--- config.mk ---
export PLATFORM = sky130hd
export DESIGN_NAME = ma_mem_access_unit_flat
export DESIGN_NICKNAME = d
export VERILOG_FILES = /design/src/rtl/ma_dmem_if.sv /design/src/rtl/ma_mem_access_unit.sv /design/src/flat_wrapper.sv
export SDC_FILE = /design/constraint.sdc
export NUM_CORES = 1
export LEC_CHECK = 0
export CAP_MARGIN = 20
export CORE_MARGIN = 2
export CORE_UTILIZATION = 32
export CTS_CLUSTER_SIZE = 40
export DETAILED_ROUTE_END_ITERATION = 16
export PLACE_DENSITY_LB_ADDON = 0.08
export SYNTH_ARGS = -nofsm -noshare
export SYNTH_HDL_FRONTEND = slang
export SYNTH_SLANG_ARGS = --single-unit
--- constraint.sdc ---
create_clock -name clk -period 2.4 [get_ports clk]
set_input_delay 0.6 -clock clk [delete_from_list [all_inputs] [get_ports clk]]
set_output_delay 0.6 -clock clk [all_outputs]
set_load 0.005 [all_outputs]
--- src/rtl/ma_dmem_if.sv ---
// Data-memory request/response bus between the MEM stage (master) and the data memory (slave).
interface ma_dmem_if;
    logic        req;
    logic        we;
    logic [31:0] addr;
    logic [31:0] wdata;
    logic        ready;
    logic [31:0] rdata;

    modport master (output req, output we, output addr, output wdata,
                    input  ready, input rdata);
    modport slave  (input  req, input  we, input  addr, input  wdata,
                    output ready, output rdata);
endinterface

--- src/rtl/ma_mem_access_unit.sv ---
// MEM stage: runs LW/SW over the dmem handshake, stalls upstream while waiting, holds MEM/WB register.
// Optional misaligned-access trap enabled by defining MA_MISALIGN_TRAP_EN.
module ma_mem_access_unit #(
    parameter int TIMEOUT_CYCLES = 16,
    parameter int CNT_W          = 5
) (
    input  logic        clk,
    input  logic        rst,
    input  logic [31:0] ma_pc_plus_4_in,
    input  logic [31:0] ma_alu_result_in,
    input  logic [31:0] ma_write_data_in,
    input  logic [4:0]  ma_rd_addr_in,
    input  logic        ma_mem_read_in,
    input  logic        ma_mem_write_in,
    input  logic        ma_reg_write_in,
    input  logic        ma_mem_to_reg_in,
    input  logic        ma_write_from_pc_in,
    ma_dmem_if.master   dmem,
    output logic        ma_stall,
    output logic        ma_timeout,
    output logic        ma_misalign,
    output logic [4:0]  wb_rd_addr_out,
    output logic        wb_reg_write_out,
    output logic [31:0] wb_result_out
);

    typedef enum logic {
        ST_IDLE = 1'b0,
        ST_WAIT = 1'b1
    } state_t;

    localparam logic [CNT_W-1:0] CNT_LAST = CNT_W'(TIMEOUT_CYCLES - 1);
    localparam logic [CNT_W-1:0] CNT_MAX  = {CNT_W{1'b1}};

    state_t        state_q, state_d;
    logic [CNT_W-1:0] cnt_q, cnt_d;
    logic          timeout_q, misalign_q;
    logic [4:0]    wb_rd_q, wb_rd_d;
    logic          wb_we_q, wb_we_d;
    logic [31:0]   wb_result_q, wb_result_d;

    logic          acc_s, misalign_s, req_s, abort_s, stall_s;
    logic [31:0]   load_data_s, result_s;

    assign acc_s = ma_mem_read_in | ma_mem_write_in;

`ifdef MA_MISALIGN_TRAP_EN
    assign misalign_s = acc_s & (ma_alu_result_in[1:0] != 2'b00);
    assign dmem.addr  = ma_alu_result_in;
`else
    logic unused_addr_lsb_s;
    assign unused_addr_lsb_s = ^ma_alu_result_in[1:0];
    assign misalign_s = 1'b0;
    assign dmem.addr  = {ma_alu_result_in[31:2], 2'b00};
`endif

    // A trapped misaligned access never reaches memory; store wins when both read and write are set.
    assign req_s      = acc_s & ~misalign_s;
    assign dmem.req   = req_s;
    assign dmem.we    = ma_mem_write_in;
    assign dmem.wdata = ma_write_data_in;

    // Handshake FSM: wait counter and timeout abort decision.
    always_comb begin
        state_d = state_q;
        cnt_d   = cnt_q;
        abort_s = 1'b0;
        case (state_q)
            ST_IDLE: begin
                cnt_d = {CNT_W{1'b0}};
                if (req_s && !dmem.ready) begin
                    state_d = ST_WAIT;
                end else begin
                    state_d = ST_IDLE;
                end
            end
            ST_WAIT: begin
                if (!req_s || dmem.ready) begin
                    state_d = ST_IDLE;
                    cnt_d   = {CNT_W{1'b0}};
                end else if (cnt_q == CNT_LAST) begin
                    abort_s = 1'b1;
                    state_d = ST_IDLE;
                    cnt_d   = {CNT_W{1'b0}};
                end else begin
                    state_d = ST_WAIT;
                    cnt_d   = (cnt_q == CNT_MAX) ? cnt_q : cnt_q + CNT_W'(1);
                end
            end
            default: begin
                state_d = ST_IDLE;
                cnt_d   = {CNT_W{1'b0}};
            end
        endcase
    end

    assign stall_s  = req_s & ~dmem.ready & ~abort_s;
    assign ma_stall = stall_s;

    // Writeback selection and MEM/WB next state; stalled or trapped cycles insert a bubble.
    always_comb begin
        load_data_s = abort_s ? 32'h0000_0000 : dmem.rdata;
        if (ma_write_from_pc_in) begin
            result_s = ma_pc_plus_4_in;
        end else if (ma_mem_to_reg_in) begin
            result_s = load_data_s;
        end else begin
            result_s = ma_alu_result_in;
        end
        if (stall_s || misalign_s) begin
            wb_rd_d     = 5'd0;
            wb_we_d     = 1'b0;
            wb_result_d = 32'h0000_0000;
        end else begin
            wb_rd_d     = ma_rd_addr_in;
            wb_we_d     = ma_reg_write_in;
            wb_result_d = result_s;
        end
    end

    // State, counter, status pulses and MEM/WB pipeline register.
    always_ff @(posedge clk or posedge rst) begin
        if (rst) begin
            state_q     <= ST_IDLE;
            cnt_q       <= {CNT_W{1'b0}};
            timeout_q   <= 1'b0;
            misalign_q  <= 1'b0;
            wb_rd_q     <= 5'd0;
            wb_we_q     <= 1'b0;
            wb_result_q <= 32'h0000_0000;
        end else begin
            state_q     <= state_d;
            cnt_q       <= cnt_d;
            timeout_q   <= abort_s;
            misalign_q  <= misalign_s;
            wb_rd_q     <= wb_rd_d;
            wb_we_q     <= wb_we_d;
            wb_result_q <= wb_result_d;
        end
    end

    assign ma_timeout       = timeout_q;
    assign ma_misalign      = misalign_q;
    assign wb_rd_addr_out   = wb_rd_q;
    assign wb_reg_write_out = wb_we_q;
    assign wb_result_out    = wb_result_q;

endmodule

--- src/flat_wrapper.sv ---
// flat-port wrapper written by rule: the top's interface ports become plain ports
module ma_mem_access_unit_flat 
#(
    parameter int TIMEOUT_CYCLES = 16,
    parameter int CNT_W          = 5
)
  (clk, rst, ma_pc_plus_4_in, ma_alu_result_in, ma_write_data_in, ma_rd_addr_in, ma_mem_read_in, ma_mem_write_in, ma_reg_write_in, ma_mem_to_reg_in, ma_write_from_pc_in, ma_stall, ma_timeout, ma_misalign, wb_rd_addr_out, wb_reg_write_out, wb_result_out, dmem_req, dmem_we, dmem_addr, dmem_wdata, dmem_ready, dmem_rdata);
  ma_dmem_if dmem_i ();
  input  logic clk;
  input  logic rst;
  input  logic [31:0] ma_pc_plus_4_in;
  input  logic [31:0] ma_alu_result_in;
  input  logic [31:0] ma_write_data_in;
  input  logic [4:0] ma_rd_addr_in;
  input  logic ma_mem_read_in;
  input  logic ma_mem_write_in;
  input  logic ma_reg_write_in;
  input  logic ma_mem_to_reg_in;
  input  logic ma_write_from_pc_in;
  output logic ma_stall;
  output logic ma_timeout;
  output logic ma_misalign;
  output logic [4:0] wb_rd_addr_out;
  output logic wb_reg_write_out;
  output logic [31:0] wb_result_out;
  output wire logic [$bits(dmem_i.req)-1:0] dmem_req;
  output wire logic [$bits(dmem_i.we)-1:0] dmem_we;
  output wire logic [$bits(dmem_i.addr)-1:0] dmem_addr;
  output wire logic [$bits(dmem_i.wdata)-1:0] dmem_wdata;
  input wire logic [$bits(dmem_i.ready)-1:0] dmem_ready;
  input wire logic [$bits(dmem_i.rdata)-1:0] dmem_rdata;
  assign dmem_req = dmem_i.req;
  assign dmem_we = dmem_i.we;
  assign dmem_addr = dmem_i.addr;
  assign dmem_wdata = dmem_i.wdata;
  assign dmem_i.ready = dmem_ready;
  assign dmem_i.rdata = dmem_rdata;
  ma_mem_access_unit #(.TIMEOUT_CYCLES(TIMEOUT_CYCLES), .CNT_W(CNT_W)) u_core (.clk(clk), .rst(rst), .ma_pc_plus_4_in(ma_pc_plus_4_in), .ma_alu_result_in(ma_alu_result_in), .ma_write_data_in(ma_write_data_in), .ma_rd_addr_in(ma_rd_addr_in), .ma_mem_read_in(ma_mem_read_in), .ma_mem_write_in(ma_mem_write_in), .ma_reg_write_in(ma_reg_write_in), .ma_mem_to_reg_in(ma_mem_to_reg_in), .ma_write_from_pc_in(ma_write_from_pc_in), .dmem(dmem_i), .ma_stall(ma_stall), .ma_timeout(ma_timeout), .ma_misalign(ma_misalign), .wb_rd_addr_out(wb_rd_addr_out), .wb_reg_write_out(wb_reg_write_out), .wb_result_out(wb_result_out));
endmodule
==> summary.txt <==
Cells and area
  • Final antenna diode count: 0
  • Final Cell Area: 4440 um^2
  • Syn-to-layout area delta: 54.3%
  • Final non-filler cell total: 521
  • Nets: 554
  • Fraction of layout instances using a drive strength above 1: 9.93%

Logic synthesis
  • Xor/xnor share of the synthesized area: 0%
  • Area share of the largest cell type after synthesis: 39.1%
  • Share of synthesized area occupied by flip-flops and latches: 39.1%
  • Adder-cell area share of the yosys netlist: 0.435%
  • Post-synthesis area per instance: 9.53 um^2
  • Compound-gate portion of the synthesized area: 29.6%
  • Share of synthesized area spent on multiplexers: 0.391%
  • Top area cells in the synthesized netlist: sky130_fd_sc_hd__dfrtp_1 (39%), sky130_fd_sc_hd__buf_4 (17%), sky130_fd_sc_hd__o311ai_0 (8.8%)
  • Most used standard cell by instance count after synthesis: sky130_fd_sc_hd__buf_4
  • Number of register bits inferred by synthesis: 45
  • Netlist Area Pre-Place: 2880 um^2
  • Combinational family with the most area after synthesis: compound AO/OA/AOI/OAI gates
  • Number of enable-type register cells in the synthesized netlist: 0
  • Proportion of register bits with asynchronous set or reset after synthesis: 100%
  • Simple-gate area share of the yosys netlist: 4.13%
  • Cell type contributing the most total cell area after synthesis: sky130_fd_sc_hd__dfrtp_1
  • Number of distinct library cells after synthesis: 27
  • Post-synth top cells: sky130_fd_sc_hd__buf_4 (66), sky130_fd_sc_hd__dfrtp_1 (45), sky130_fd_sc_hd__inv_1 (36)
  • Warning count from the yosys run: 0
  • Cells after synthesis: 302
  • Post-synth top flop: sky130_fd_sc_hd__dfrtp_1

Power
  • Share of power burned in registers: 41.1%
  • Psw: 499 uW
  • Static power due to leakage: 1.81 nW
  • Power density normalized to cell area: 454 nW/um^2
  • Share of total power in combinational logic: 28.9%
  • Switching part of the total: 24.8%
  • Clock network power share: 30.0%
  • Cell internal power dissipation: 1.52 mW
  • Worst VDD drop: 0.000233 V

Global routing
  • Met3 Resource Use GR: 4.26%
  • Grt met1 use: 23.0%
  • Fraction of met2 tracks used by global routing: 34.0%
  • GRT overflow: 0
  • Number of antenna violations at the first check in global routing: 0
  • First-pass GRT wire length: 14800 um
  • Aggregate global-route resource usage: 19.1%
  • Vias in the first global route: 2749
  • Largest net degree at the start of global routing: 47
  • Layer with the highest usage after global routing: met2

Clock tree
  • Inserted Clock Buffers: 5
  • Max Buffers Root-to-Sink: 2
  • Clock Root Buffer: sky130_fd_sc_hd__clkbuf_8
  • Post-CTS Hold Fix Bufs: 0
  • Clock Sinks: 45
  • Worst-path clk slew: 0.08 ns
  • Clk_lat worst skew: 0.30 ns
  • Max H-tree Level: 2
  • TritonCTS clock tree: done

Placement
  • Total placed cells including tap cells: 511
  • Placed cell areas: 4310 um^2
  • Port-buffer cells: 180
  • Last weighted congestion value of the routability-driven placer: 0.753
  • Post-DP HPWL: 6940 um

Floorplanning
  • Number of top-level pins: 248
  • Die extent in x: 98.8 um
  • Starting density of the core: 33.0%
  • Die Y: 98.8 um
  • Placeable core area: 8720 um^2
  • Floorplan die area: 9770 um^2
  • Row Count: 34

STA
  • Fin crit period: 2.23 ns
  • Max-slew violation count: 0
  • Final setup violation count: 0
  • Total Neg Setup Slack: 0 ns
  • Final Hold Violating Endpoints: 0
  • Fraction of the cycle the final worst path needs: 92.8%
  • Highest clock frequency the design can meet: 449 MHz
  • Slew of the pin with the lowest slew margin: 0.901 ns
  • RSZ-0062 raised after global routing: false
  • Fin Clk Skew: 0.0116 ns
  • Relative slew slack: 39.9%

Setup path
  • Startpoint Class: input port
  • Highest-delay cell along the critical path: sky130_fd_sc_hd__clkdlybuf4s50_1
  • Buffers plus inverters on the worst setup path: 2
  • Biggest cell delay along the critical path: 0.45 ns
  • Endpoint of the lowest-slack register-to-register path: u_core.wb_result_out[28]
  • Cell family with the largest share of critical-path delay: buffers and inverters
  • Cells traversed along the worst timing path: dlygate4sd2_1 > or2_2 > clkdlybuf4s50_1
  • Number of cells on the critical path: 3
  • Critical path peak fanout: 3
  • Required time of the critical path: 1.80 ns
  • Worst reg-to-reg path cell count: 3
  • Reg-to-reg startpoint: u_core.state_q
  • Setup crit end kind: output pin
  • Arrival time at the worst endpoint: 1.63 ns
  • Critical path class: input port to output pin
  • R2r setup slk: 0.60 ns

Worst hold path
  • Min-Delay Startpoint: u_core.state_q
  • Sink of the worst hold path: u_core.state_q
  • Type of the tightest min-delay check: flip-flop to flip-flop
  • Min-Delay Path Depth: 1

Outcome
  • Outcome: completed

Routing
  • Routed Antenna Nets: 0
  • Remaining design rule violation count: 0
  • DR pass1 iterations: 4
  • Vias/cell: 5.09
  • Overall routed net length: 9600 um
  • Post-detailed-route wirelength per cell: 18.4 um
  • Count of vias placed by the detailed router: 2652
  • Drt first-iter violations: 72

Flow run
  • Max-cap violations: 0
[layer usage]
layer  part of all wire, %  wire length, um
met1                    40             3870
met5                     0                0
met2                    51             4870
met4                   2.0              192
met3                   7.0              670
[cell type report]
class | count | area [um^2]
tap | 108 | 135
sequential | 45 | 1130
clock buffer | 7 | 86.3
multi-input combinational | 130 | 1010
timing repair buffer | 194 | 1910
fill | 849 | 4280
clock inverter | 1 | 30.0
inverter | 36 | 135
[flip-flops by register name (all words and copies together), names as in the netlist]
signal / count
u_core.wb_result_out: 32
u_core.cnt_q: 5
u_core.wb_rd_addr_out: 5
u_core.ma_timeout: 1
u_core.state_q: 1
u_core.wb_reg_write_out: 1
[timing repair]
item                       in CTS  in global routing
setup buffers                   2                  0
setup endpoints to repair       2                  1
pin swaps                       0                  0
gates resized for setup         3                  1
[cell usage in the layout (no fill, tap or decap), types with 5 or more instances in the layout]
master	netlist	layout
sky130_fd_sc_hd__clkdlybuf4s50_1	0	176
sky130_fd_sc_hd__dfrtp_1	45	45
sky130_fd_sc_hd__inv_1	36	35
sky130_fd_sc_hd__a21oi_1	34	34
sky130_fd_sc_hd__o311ai_0	29	29
sky130_fd_sc_hd__a221oi_1	22	22
sky130_fd_sc_hd__buf_4	66	13
sky130_fd_sc_hd__a221oi_2	10	10
sky130_fd_sc_hd__nor2b_1	6	6
sky130_fd_sc_hd__clkbuf_8	0	6
sky130_fd_sc_hd__nor2_1	5	5
[stage by stage]
| stage | worst slack (ns) | utilization (%) | power (mW) | hold slack, ns |
|---|---|---|---|---|
| after floorplan | 0.526 | - | 1.11 | 0.464 |
| after global placement | -0.103 | 49.4 | 1.43 | 0.515 |
| after detailed placement | -0.106 | 49.4 | 1.43 | 0.523 |
| after CTS | 0.0122 | 50.9 | 2.05 | 0.533 |
| after global routing | 0.105 | 50.9 | 2.11 | 0.554 |
| final | 0.173 | 50.9 | 2.02 | 0.529 |
[power groups by stage]
stage	combinational, mW	clock (mW)	sequential, mW
finish	0.582	0.606	0.828
global route	0.629	0.649	0.837
CTS	0.590	0.629	0.829
detailed placement	0.586	0	0.845
global placement	0.583	0	0.844
floorplan	0.257	0	0.853
[cells by family after synthesis]
logic type               count (synthesis)
AND/OR/NAND/NOR                         22
adder cells (fa/ha/maj)                  1
flip-flops                              45
other                                    1
buffers and inverters                  129
AO/OA/AOI/OAI                          103
multiplexers                             1
[worst max path at each step]
stage               startpoint        to  slack (ns)
3_5_place_dp   ma_mem_write_in  ma_stall       -0.11
4_1_cts         ma_mem_read_in  dmem_req        0.01
3_3_place_gp   ma_mem_write_in  ma_stall       -0.10
6_report       ma_mem_write_in  dmem_req        0.17
2_1_floorplan  u_core.cnt_q[0]  ma_stall        0.53
5_1_grt        u_core.cnt_q[0]  ma_stall        0.10
Note: power is estimated with default switching activity, not from simulation.
==> RTL edit (same flow settings) <==
Register the output `ma_timeout` once more, cleared by the reset; this adds one clock of latency there. The other outputs are not delayed to match.
--- a/src/rtl/ma_mem_access_unit.sv
+++ b/src/rtl/ma_mem_access_unit.sv
@@ -139,7 +139,13 @@
         end
     end
 
-    assign ma_timeout       = timeout_q;
+    always_ff @(posedge clk or posedge rst) begin
+        if (rst) begin
+            ma_timeout <= '0;
+        end else begin
+            ma_timeout <= timeout_q;
+        end
+    end
     assign ma_misalign      = misalign_q;
     assign wb_rd_addr_out   = wb_rd_q;
     assign wb_reg_write_out = wb_we_q;
Behaviour: same outputs for any inputs over 10 cycles, from zero or initial values and one cycle with rst high; that may be too few to reach the edited logic, so the function may still have changed.
==> RTL edit against the original RTL <==
Non-clock buffer count unchanged. Total power increased by 0.16%. Design area increased by 0.70%. Die area increased by 0.83%. Routed wire length increased by 1.9%. Setup slack got worse by 0.017 ns. Sequential cell count increased by 1. Clock skew decreased by 0.0039 ns. Register-to-register slack got worse by 0.24 ns. Synthesized area increased by 0.87%. Critical path type is now reg2out.
==> RTL edit: results (changes against the original RTL) <==
Status -> finished clean (unchanged)
Critical Path AT -> 1.64 ns
Type of the worst min-delay path -> reg2reg (unchanged)
Iter 0 DRT Violations -> 76 (was 72)
Synth top area cells -> dfrtp_1, buf_4, o311ai_0 (unchanged)
CP max-delay cell -> dfrtp_1 (was clkdlybuf4s50_1)
Worst Skew -> 0.00774 ns (was 0.0116 ns)
Inserted Clock Buffers -> 5 (unchanged)
Leak pwr -> 1.83 nW (was 1.81 nW)
Slowest cell delay on critical path -> 0.42 ns (was 0.45 ns)
Antenna cells -> 0 (unchanged)
Total GRT Usage -> 19.3% (was 19.1%)
Yosys cell types -> 27 (unchanged)
Antenna violations before repair -> 0 (unchanged)
Setup WS pre-CTS -> -0.121 ns (was -0.106 ns)
Share of cells above drive strength 1 -> 9.90% (was 9.93%)
I/O Buffers -> 180 (unchanged)
Detailed Routing Iterations Pass 1 -> 4 (unchanged)
Final GP Congestion -> 0.734 (was 0.753)
Worst-Skew Late Latency -> 0.30 ns (about the same)
CP delay by family, top -> flip-flops (was buffers and inverters)
CP max FO -> 4 (was 3)
First-pass GRT wire length -> 15.1 mm (was 14.8 mm)
Max VDD drop -> 0.220 mV (was 0.233 mV)
Sequential element share of the synthesized area -> 39.7% (was 39.1%)
Worst R2R Path Depth -> 6 (was 3)
Nets -> 555 (was 554)
Max reg flops -> 32 (unchanged)
Clock buffer depth -> 2 (unchanged)
CTS clk-pin slew, worst paths -> 0.09 ns
Worst slew pin tran -> 0.930 ns (was 0.901 ns)
H-tree depth -> 2 (unchanged)
Wirelength per Cell -> 18.7 um (was 18.4 um)
DP HPWL -> 7.26 mm (was 6.94 mm)
Post-synth top cells -> buf_4, dfrtp_1, inv_1, a21oi_1, o311ai_0 (unchanged)
Ys async rst share -> 100% (unchanged)
Yosys warns -> 0 (unchanged)
Layout fillers -> 823 (was 849)
Root buf cell -> clkbuf_8 (unchanged)
Vias -> 2677 (was 2652)
Largest net degree at the start of global routing -> 39 (was 47)
Hold Path Depth -> 0 (was 1)
RTL edit: logic make-up (layout without fill, tap and decap cells):
logic type / count (synthesis) / count (layout) / synth area share, %
AO/OA/AOI/OAI: 103 / 103 / 29.3
adder cells (fa/ha/maj): 1 / 1 / 0.431
buffers and inverters: 129 / 238 / 26.0
flip-flops: 46 / 46 / 39.7
multiplexers: 1 / 1 / 0.388
other: 1 / 3 / 0.129
AND/OR/NAND/NOR: 22 / 22 / 4.10
RTL edit: final timing paths:
path                             startpoint                        to  slack (ns)
max in group asynchronous               rst  u_core.wb_result_out[27]        1.14
max reg2reg                 u_core.cnt_q[1]  u_core.wb_result_out[18]        0.36
min                        u_core.timeout_q         u_core.ma_timeout        0.36
min in group asynchronous               rst   u_core.wb_result_out[1]        0.64
max                         u_core.cnt_q[1]                  ma_stall        0.16
min reg2reg                u_core.timeout_q         u_core.ma_timeout        0.36
RTL edit: area by class of cell:
class	instances	area (um2)	area share, %
multi-input combinational	130	1010	22.7
inverter	36	135	3.02
tap	108	135	3.02
timing repair buffer	194	1930	43.1
clock inverter	2	37.5	0.839
sequential	46	1150	25.7
clock buffer	6	72.6	1.62
RTL edit: what timing repair did:
action,in CTS,in global routing
hold buffers,0,0
resized for setup,3,1
buffers inserted,1,0
setup endpoints to repair,2,1
RTL edit: per-layer routing:
| layer | track usage [%] | routed length, um | vias to the layer above |
|---|---|---|---|
| met1 | 22.1 | 3770 | 1255 |
| met3 | 4.15 | 721 | 34 |
| met5 | 0 | 0 | - |
| li1 | - | - | 1252 |
| met4 | 9.06 | 397 | 0 |
| met2 | 34.4 | 4900 | 136 |
RTL edit: through the flow:
| step | hold slack [ns] | cell area [um2] | cells |
|---|---|---|---|
| after floorplan | 0.331 | 2910 | 305 |
| after global placement | 0.340 | 4350 | 513 |
| after detailed placement | 0.346 | 4350 | 513 |
| after CTS | 0.356 | 4470 | 522 |
| after global routing | 0.362 | 4470 | 522 |
| final | 0.357 | 4470 | 522 |
RTL edit: worst register-to-register path, cell delays in order (launching register included):
cell      delay, ns
dfrtp_1        0.40
ha_1           0.18
buf_4          0.14
nand4b_1       0.35
buf_12         0.30
o311ai_0       0.44
a221oi_2       0.10
RTL edit: where the power goes:
part | internal [W] | total [W] | switching (W)
combinational | 0.000365 | 0.000581 | 0.000216
clock | 0.000311 | 0.000591 | 0.000280
sequential | 0.000830 | 0.000846 | 0.0000162
